[config.mk]
export PLATFORM = sky130hd
export DESIGN_NAME = enemy_fire_scheduler
export DESIGN_NICKNAME = d
export VERILOG_FILES = /design/src/rtl/enemy_fire_scheduler.sv
export SDC_FILE = /design/constraint.sdc
export NUM_CORES = 1
export LEC_CHECK = 0
export BUFFER_PORTS_ARGS = -buffer_cell sky130_fd_sc_hd__buf_2
export CAP_MARGIN = 20
export CORE_MARGIN = 2
export CORE_UTILIZATION = 35
export CTS_CLUSTER_DIAMETER = 40
export DETAILED_ROUTE_END_ITERATION = 16
export PLACE_DENSITY = 0.55
export SYNTH_ARGS = -nofsm -noshare
export SYNTH_HDL_FRONTEND = slang
export SYNTH_SLANG_ARGS = --single-unit
[constraint.sdc]
create_clock -name Clk -period 5.2 [get_ports Clk]
set_input_delay 0.52 -clock Clk [delete_from_list [all_inputs] [get_ports Clk]]
set_output_delay 0.52 -clock Clk [all_outputs]
set_load 0.01 [all_outputs]
[src/rtl/enemy_fire_scheduler.sv]
// Enemy fire scheduler: frame-based reload that shortens as the formation
// thins, randomized round-robin column pick, and a valid/ready launch
// handshake toward a free enemy-bullet slot.
module enemy_fire_scheduler #(
    parameter int          NUM_SHOTS     = 2,
    parameter int          COOLDOWN_BASE = 60,
    parameter int          COOLDOWN_STEP = 2,
    parameter int          COOLDOWN_MIN  = 8,
    parameter int          COL_PITCH     = 73,
    parameter int          ROW_PITCH     = 50,
    parameter int          SHOT_X_OFF    = 16,
    parameter int          ENEMY_H       = 32,
    parameter logic [15:0] LFSR_SEED     = 16'hACE1,
    localparam int         SLOT_W        = (NUM_SHOTS > 1) ? $clog2(NUM_SHOTS) : 1
) (
    input  logic                 Clk,
    input  logic                 Reset,
    input  logic                 frame_tick,
    input  logic                 is_playing,
    input  logic [20:0]          alive_mask,
    input  logic [9:0]           origin_x,
    input  logic [9:0]           origin_y,
    input  logic [NUM_SHOTS-1:0] slot_busy,
    input  logic                 fire_ready,
    output logic                 fire_valid,
    output logic [9:0]           fire_x,
    output logic [9:0]           fire_y,
    output logic [SLOT_W-1:0]    fire_slot,
    output logic [7:0]           shots_fired
);

    typedef enum logic [1:0] {IDLE, COOLDOWN, SELECT, ISSUE} state_t;

    state_t             state_q, state_d;
    logic [7:0]         cooldown_q, cooldown_d;
    logic [2:0]         col_ptr_q, col_ptr_d;
    logic [2:0]         scan_cnt_q, scan_cnt_d;
    logic [SLOT_W-1:0]  slot_q, slot_d;
    logic [15:0]        lfsr_q;
    logic               fire_valid_d;
    logic [9:0]         fire_x_d, fire_y_d;
    logic [SLOT_W-1:0]  fire_slot_d;
    logic [7:0]         shots_fired_d;

    logic [4:0]         alive_cnt;
    logic [4:0]         dead_cnt;
    logic signed [7:0]  reload_raw;
    logic [7:0]         reload;
    logic               any_free;
    logic [SLOT_W-1:0]  free_idx;
    logic [6:0]         row0, row1, row2;
    logic               col_alive;
    logic [1:0]         row_sel;
    logic [10:0]        shot_x, shot_y;
    logic               col_valid;
    logic               abort;

    assign row0 = alive_mask[6:0];
    assign row1 = alive_mask[13:7];
    assign row2 = alive_mask[20:14];
    assign abort = !is_playing || (alive_mask == 21'd0);

    // Free-running LFSR supplying the random scan start column.
    always_ff @(posedge Clk or negedge Reset) begin
        if (!Reset) lfsr_q <= LFSR_SEED;
        else        lfsr_q <= {lfsr_q[14:0], lfsr_q[15] ^ lfsr_q[13] ^ lfsr_q[12] ^ lfsr_q[10]};
    end

    // Reload value: fewer survivors means faster fire, floored at the minimum.
    always_comb begin
        alive_cnt = 5'd0;
        for (int i = 0; i < 21; i++) alive_cnt = alive_cnt + {4'd0, alive_mask[i]};
        dead_cnt   = 5'd21 - alive_cnt;
        // Signed 8-bit so a large dead count goes negative instead of wrapping high.
        reload_raw = 8'(COOLDOWN_BASE) - 8'(int'(dead_cnt) * COOLDOWN_STEP);
        reload     = (reload_raw < $signed(8'(COOLDOWN_MIN))) ? 8'(COOLDOWN_MIN) : reload_raw;
    end

    // Lowest-index free bullet slot.
    always_comb begin
        any_free = 1'b0;
        free_idx = '0;
        for (int i = NUM_SHOTS - 1; i >= 0; i--) begin
            if (!slot_busy[i]) begin
                any_free = 1'b1;
                free_idx = SLOT_W'(i);
            end
        end
    end

    // Candidate shot for the column under the scan pointer; bottom row wins.
    always_comb begin
        col_alive = 1'b1;
        row_sel   = 2'd0;
        if (row2[col_ptr_q])      row_sel = 2'd2;
        else if (row1[col_ptr_q]) row_sel = 2'd1;
        else if (row0[col_ptr_q]) row_sel = 2'd0;
        else                      col_alive = 1'b0;
        shot_x    = {1'b0, origin_x} + 11'(col_ptr_q) * 11'(COL_PITCH) + 11'(SHOT_X_OFF);
        shot_y    = {1'b0, origin_y} + 11'(row_sel) * 11'(ROW_PITCH) + 11'(ENEMY_H);
        col_valid = col_alive && (shot_x <= 11'd639) && (shot_y <= 11'd479);
    end

    // Next-state and output logic for the fire sequencer.
    always_comb begin
        // NOTE: every signal written here gets a default first, so no latch is inferred.
        state_d       = state_q;
        cooldown_d    = cooldown_q;
        col_ptr_d     = col_ptr_q;
        scan_cnt_d    = scan_cnt_q;
        slot_d        = slot_q;
        fire_valid_d  = fire_valid;
        fire_x_d      = fire_x;
        fire_y_d      = fire_y;
        fire_slot_d   = fire_slot;
        shots_fired_d = shots_fired;

        if (state_q != IDLE && abort) begin
            // Game stopped or formation wiped: drop any pending launch uncounted.
            state_d      = IDLE;
            fire_valid_d = 1'b0;
        end else begin
            unique case (state_q)
                IDLE: begin
                    if (is_playing && alive_mask != 21'd0) begin
                        cooldown_d = reload;
                        state_d    = COOLDOWN;
                    end
                end
                COOLDOWN: begin
                    if (frame_tick && cooldown_q != 8'd0) cooldown_d = cooldown_q - 8'd1;
                    if (cooldown_q == 8'd0 && any_free) begin
                        slot_d     = free_idx;
                        col_ptr_d  = (lfsr_q[2:0] == 3'd7) ? 3'd0 : lfsr_q[2:0];
                        scan_cnt_d = 3'd0;
                        state_d    = SELECT;
                    end
                end
                SELECT: begin
                    if (col_valid) begin
                        fire_x_d     = shot_x[9:0];
                        fire_y_d     = shot_y[9:0];
                        fire_slot_d  = slot_q;
                        fire_valid_d = 1'b1;
                        state_d      = ISSUE;
                    end else begin
                        col_ptr_d = (col_ptr_q == 3'd6) ? 3'd0 : col_ptr_q + 3'd1;
                        if (scan_cnt_q == 3'd6) begin
                            cooldown_d = reload;
                            state_d    = COOLDOWN;
                        end else begin
                            scan_cnt_d = scan_cnt_q + 3'd1;
                        end
                    end
                end
                ISSUE: begin
                    if (fire_ready) begin
                        fire_valid_d  = 1'b0;
                        shots_fired_d = shots_fired + 8'd1;
                        cooldown_d    = reload;
                        state_d       = COOLDOWN;
                    end
                end
                default: state_d = IDLE;
            endcase
        end
    end

    // State and output registers.
    always_ff @(posedge Clk or negedge Reset) begin
        if (!Reset) begin
            state_q     <= IDLE;
            cooldown_q  <= 8'd0;
            col_ptr_q   <= 3'd0;
            scan_cnt_q  <= 3'd0;
            slot_q      <= '0;
            fire_valid  <= 1'b0;
            fire_x      <= 10'd0;
            fire_y      <= 10'd0;
            fire_slot   <= '0;
            shots_fired <= 8'd0;
        end else begin
            // NOTE: non-blocking assignments so all registers update together at the edge.
            state_q     <= state_d;
            cooldown_q  <= cooldown_d;
            col_ptr_q   <= col_ptr_d;
            scan_cnt_q  <= scan_cnt_d;
            slot_q      <= slot_d;
            fire_valid  <= fire_valid_d;
            fire_x      <= fire_x_d;
            fire_y      <= fire_y_d;
            fire_slot   <= fire_slot_d;
            shots_fired <= shots_fired_d;
        end
    end

endmodule

# --- Word-level counts from Yosys, hierarchy flattened ---
# Cells that the tools add are included.
word_totals:
  ff_bits: 63
  wordCells: 134
op_classes:
  n_addsub: 30
  multipliers: 2
  magnitude_cmp: 4
  eq_ne: 18
  mux: 41
  bitwise_logic: 4
  n_reduce_logical: 24
ops:
  columns: ["op", "n"]
  rows:
  - ["$add 5x1->5", 16]
  - ["$mux 8", 6]
  - ["$pmux 8 s4", 1]
  - ["$logic_not 21->1", 1]
  - ["$mux 3", 7]
  - ["$reduce_bool 21->1", 1]
  - ["$mux 2", 7]
  - ["$ne 2x2->1 const B", 7]
  - ["$mux 1", 13]
  - ["$ne 3x3->1 const B", 4]
  - ["$pmux 3 s2", 2]
  - ["$reduce_and 3->1", 4]
  - ["$add 10x10->11", 1]
  - ["$add 10x8->11", 1]
  - ["$add 11x5->11 const B", 1]
  - ["$add 11x6->11 const B", 1]
  - ["$le 11x10->1 const B", 1]
  - ["$le 11x9->1 const B", 1]
  - ["$mul 3x7->10 const B", 1]
  - ["$bmux 1 s3", 3]
  - ["$eq 3x3->1 const B", 3]
  - ["$add 8x1->8 const B", 1]
  - ["$logic_not 8->1", 1]
  - ["$pmux 2 s4", 1]
  - ["other kinds (27)", 38]

# --- Depth between registers and ports, before layout ---
logic_depth:
  ltp_word: 27
  mapped_depth: 26

# --- Worst setup path before layout ---
# OpenSTA, ideal clock, no wires.
synth_path:
  kind: "input -> register"
  start: "input port alive_mask[7]"
  end: "register cooldown_q[3]"
  setup_ns: 0.121
  arrival_ns: 5.529
  required_time_ns: 5.079
  slack_ns: -0.450
  stages: 23
  path_cell_list: "inv_1 > fa_1 > inv_1 > ha_1 > fa_1 > fa_1 > fa_1 > fa_1 > ha_1 > inv_1 > ha_1 > a21o_1 > a21oi_1 > xnor2_1 > mux2i_1 > a22oi_1 > nor2_1 > a31oi_1 > nor2_1 > ha_1 > nor3_1 > a41oi_1 > o22a_1"
synth_between:
  elab_chain_len: 21
  elab_cells_between_ends: 44
  cone_classes: "add/sub (18); mul (1); order compare (2); eq/ne (2); mux (12); bitwise (1); reduce/logical (8)"
synth_rtl:
  columns: ["item", "line", "rtl"]
  rows:
  - ["start: declaration", "20", "input logic [20:0] alive_mask,"]
  - ["$add 5x1->5 (14 in a row)", "72", "for (int i = 0; i < 21; i++) alive_cnt = alive_cnt + {4'd0, alive_mask[i]};"]
  - ["$sub 5x5->5", "73", "dead_cnt = 5'd21 - alive_cnt;"]
  - ["$sub 6x6->7", "75", "reload_raw = 8'(COOLDOWN_BASE) - 8'(int'(dead_cnt) * COOLDOWN_STEP);"]
  - ["$lt 7x5->1", "76", "reload = (reload_raw < $signed(8'(COOLDOWN_MIN))) ? 8'(COOLDOWN_MIN) : reload_raw;"]
  - ["$mux 8", "76", null]
  - ["$mux 8", "148", "if (scan_cnt_q == 3'd6) begin"]
  - ["$mux 8", "140", "if (col_valid) begin"]
  - ["$pmux 8 s4", "123", "unique case (state_q)"]
  - ["end signal: assignment", "185", "cooldown_q <= cooldown_d;"]
  - ["end: declaration", "35", "logic [7:0] cooldown_q, cooldown_d;"]
# Several ways; a longest one is shown, not always the timed one. The select of a mux whose other input is x is not followed.
# A chain may end at the register's enable or synchronous reset.

# --- Worst setup path in the final report ---
layout_path:
  start: "input port alive_mask[8]"
  end: "register cooldown_q[3]"
layout_between:
  elab_chain_len: 20
  elab_cells_between_ends: 43
  cone_classes: "add/sub (17); mul (1); order compare (2); eq/ne (2); mux (12); bitwise (1); reduce/logical (8)"
layout_rtl:
  columns: ["item", "line"]
  rows:
  - ["$add 5x1->5 (13 in a row)", "72"]
  - ["$sub 5x5->5", "73"]
  - ["$sub 6x6->7", "75"]
  - ["$lt 7x5->1", "76"]
  - ["$mux 8", "76"]
  - ["$mux 8", "148"]
  - ["$mux 8", "140"]
  - ["$pmux 8 s4", "123"]
# Several ways; a longest one is shown, not always the timed one. The select of a mux whose other input is x is not followed.

==> results.sh <==
export IMPL_synthTopCellsByArea="dfrtp_1, ha_1, fa_1"
export IMPL_postCtsHoldBufs=0
export IMPL_yosys_top_cells_count="ha_1, inv_1, dfrtp_1"
export IMPL_synth_cell_types=60
export IMPL_insertion_delay_ns=0.33
export IMPL_core_area_um2=13300
export IMPL_p_clk_share_pct=13.9
export IMPL_async_flop_share_pct=100
export IMPL_drc=0
export IMPL_worst_setup_path_type="in2reg"
export IMPL_grt_pass1_wl_mm=19.1
export IMPL_fin_skew_ns=0.00391
export IMPL_synth_top_cell_by_area="dfrtp_1"
export IMPL_power_mw=4.80
export IMPL_synth_mux_area_share_pct=6.00
export IMPL_fin_nets=725
export IMPL_wl_mm=11.2
export IMPL_place_inst=756
export IMPL_path_clk_slew_ns=0.06
export IMPL_p_int_mw=2.76
export IMPL_die_y_um=122
export IMPL_grt_overflow=0
export IMPL_p_seq_share_pct=15.3
export IMPL_max_cap_viol_count=0
export IMPL_hpwlAfterDp_mm=8.87
export IMPL_io_pins=78
export IMPL_fin_ws_ns=-0.0438
export IMPL_synth_top_area_share_pct=28.5
export IMPL_yosysWarnings=0
export IMPL_cts_htree_levels=3
export IMPL_die_x_um=122
export IMPL_gp_congestion=0.865
export IMPL_synth_xor_area_share_pct=4.35
export IMPL_syn_num_nets=617
export IMPL_avgSynthCellArea_um2=9.97
export IMPL_synth_top_flop_cell="dfrtp_1"
export IMPL_die_area_um2=14800
export IMPL_finalSetupViolCount=1
export IMPL_cts_tree="built"
export IMPL_post_drt_wl_per_cell_um=14.4
export IMPL_final_cells=774
export IMPL_crit_chain="buf_2, inv_2, fa_2, inv_2, ha_4, fa_2, fa_2, fa_2, fa_1, ha_4, inv_4, ha_4, a21o_1, a21oi_2, xnor2_2, mux2i_1, a22oi_1, nor2_1, a31oi_1, nor2_1, ha_2, nor3_2, a41oi_1, o22a_1"
export IMPL_first_iter_violations=124
export IMPL_clockBufferDepth=2
export IMPL_crit_arrival_ns=5.47
export IMPL_period_minus_slack_ns=5.24
export IMPL_antenna_found_initial=0
export IMPL_status="finished with violations"
export IMPL_slowest_stage="fa_2"
export IMPL_timing_hold_ws_ns=0.349
export IMPL_final_layout_size_suffix_gt1_share_pct=31.4
export IMPL_relSlewSlack_pct=33.1
export IMPL_hp_class="reg2reg"
export IMPL_worstSetupStartpointType="primary input"
export IMPL_maxSlewViolCount=0
export IMPL_rows=42
export IMPL_worst_setup_path_end_kind="flop"
export IMPL_required_ns=5.43
export IMPL_synth_most_common_cell="ha_1"
export IMPL_period_share_pct=101
export IMPL_synth_top_family_by_area="adder cells"
export IMPL_cts_made_buffers=9
export IMPL_combPwrFrac_pct=70.9
export IMPL_synth_seq_cells=63
export IMPL_grt_pass1_vias=3962
export IMPL_vias=3855
export IMPL_synthesis_area_um2=4830
export IMPL_synthAdderAreaFrac_pct=24.5
export IMPL_max_freq_mhz=191
export IMPL_synth_seq_area_share_pct=32.8
export IMPL_switching_share_pct=42.4
export IMPL_syn_inst=485
export IMPL_synth_compound_area_share_pct=14.1
export IMPL_p_sw_mw=2.04
export IMPL_max_stage_delay_ns=0.54
export IMPL_worst_pin_slew_ns=0.991
export IMPL_cts_sinks=63
export IMPL_violations="setup timing"
export IMPL_peakVddDrop_uv=614
export IMPL_power_static_leakage_nw=3.05
export IMPL_via_per_inst=4.98
export IMPL_final_util_pct=46.0
export IMPL_worstPathMaxFanout=3
export IMPL_finalHoldViolations=0
export IMPL_powerDensity_nw_per_um2=783
export IMPL_area_delta_synth_final_pct=26.9
export IMPL_ant_nets=0
export IMPL_dr_pass1_iters=4
export IMPL_start_util_pct=36.2
export IMPL_rsz0062_at_grt="yes"
export IMPL_synth_simple_area_share_pct=12.0
export IMPL_n_antenna_cell=0
export IMPL_grt_usage_pct=16.4
export IMPL_grt_max_degree=64
export IMPL_place_port_buffers=77
export IMPL_synth_edf_count=0
export IMPL_worst_path_most_repeated_cell="fa_2"
export IMPL_clockRootBuffer="clkbuf_16"
## critical path: cells and delay by family
family | cells | cell delay, ns
buffers and inverters | 4 | 0.25
multiplexers | 1 | 0.20
AND/OR/NAND/NOR | 3 | 0.40
XOR/XNOR | 1 | 0.15
adder cells (fa/ha/maj) | 9 | 3.19
AO/OA/AOI/OAI | 6 | 0.74
## power by group through the flow
stage | clock network [mW] | registers (mW) | logic (mW)
2_1_floorplan | 0 | 0.739 | 2.26
3_3_place_gp | 0 | 0.737 | 3.18
3_5_place_dp | 0 | 0.742 | 3.23
4_1_cts | 0.685 | 0.734 | 3.34
5_1_grt | 0.710 | 0.755 | 3.85
6_report | 0.666 | 0.733 | 3.40
## routing by layer
layer	up-vias	part of all wire, %	wire [µm]	GRT usage [%]
li1	1912	-	-	-
met1	1851	46	5130	21.7
met2	72	48	5320	26.7
met3	20	4.4	486	3.42
met4	0	2.2	242	5.68
met5	-	0	0	0
## cells by family after synthesis
family	Yosys count
adders and majority gates	84
AOI/OAI and AO/OA	98
muxes	26
xor gates and xnor gates	24
and+or+nand+nor	113
DFF	63
buffers and inverters	76
other	1
## final timing paths
path	start	end	slack, ns	depth (start not counted)
max	alive_mask[8]	cooldown_q[3]	-0.04	24
min	lfsr_q[14]	lfsr_q[15]	0.35	0
max reg2reg	col_ptr_q[0]	fire_y[6]	0.89	16
min reg2reg	lfsr_q[14]	lfsr_q[15]	0.35	0
max in group asynchronous	Reset	fire_slot	4.30	2
min in group asynchronous	Reset	fire_x[2]	0.37	2
## state kept, by name (all words and copies together), names as in the netlist, 2 cells and up
signal and flops:
fire_x 10, cooldown_q 8, fire_y 10, col_ptr_q 3, state_q 2, shots_fired 8
scan_cnt_q 3, lfsr_q 16
## cells in the final DEF, fill, tap and decap left out, types with 3 or more instances in the layout
master,n
ha_4,8
a21oi_1,19
o21ai_0,16
fa_1,12
nor2b_1,5
clkbuf_16,9
o21ai_1,3
a2bb2oi_1,4
xnor2_1,17
ha_1,57
and3_1,6
nand3_1,7
nand4_1,8
nand2_1,36
buf_2,74
a31oi_1,4
nand2b_1,6
a211oi_1,5
nor4_1,3
dfstp_2,8
o31ai_1,5
inv_1,56
nor2_1,18
clkinv_4,3
o22ai_1,4
buf_4,32
a21o_1,6
dfrtp_1,55
xor2_1,6
nor3_1,8
mux2_2,14
mux2i_1,11
fa_2,6
inv_2,6
a22o_1,3
## through the flow
stage	TNS, ns	cell area [µm²]	worst slack [ns]
2_1_floorplan	-0.126	4930	-0.0591
3_3_place_gp	-1.98	5710	-0.353
3_5_place_dp	-2.62	5710	-0.478
4_1_cts	-0.117	6090	-0.0691
5_1_grt	-1.16	6130	-0.277
6_report	-0.0438	6130	-0.0438
## cell type report
| class | count | area, µm² |
|---|---|---|
| fill | 1310 | 7210 |
| multi-input combinational | 346 | 3100 |
| sequential | 63 | 1590 |
| timing repair buffer | 109 | 648 |
| inverter | 64 | 250 |
| clock buffer | 9 | 225 |
| tap | 176 | 220 |
| clock inverter | 7 | 104 |
## repair_timing
item / in CTS / in global routing
resized for setup: 11 / 10
pin swaps: 4 / 1
buffers inserted: 1 / 1
setup endpoints to repair: 6 / 6
Power figures use the tool's default switching activity.
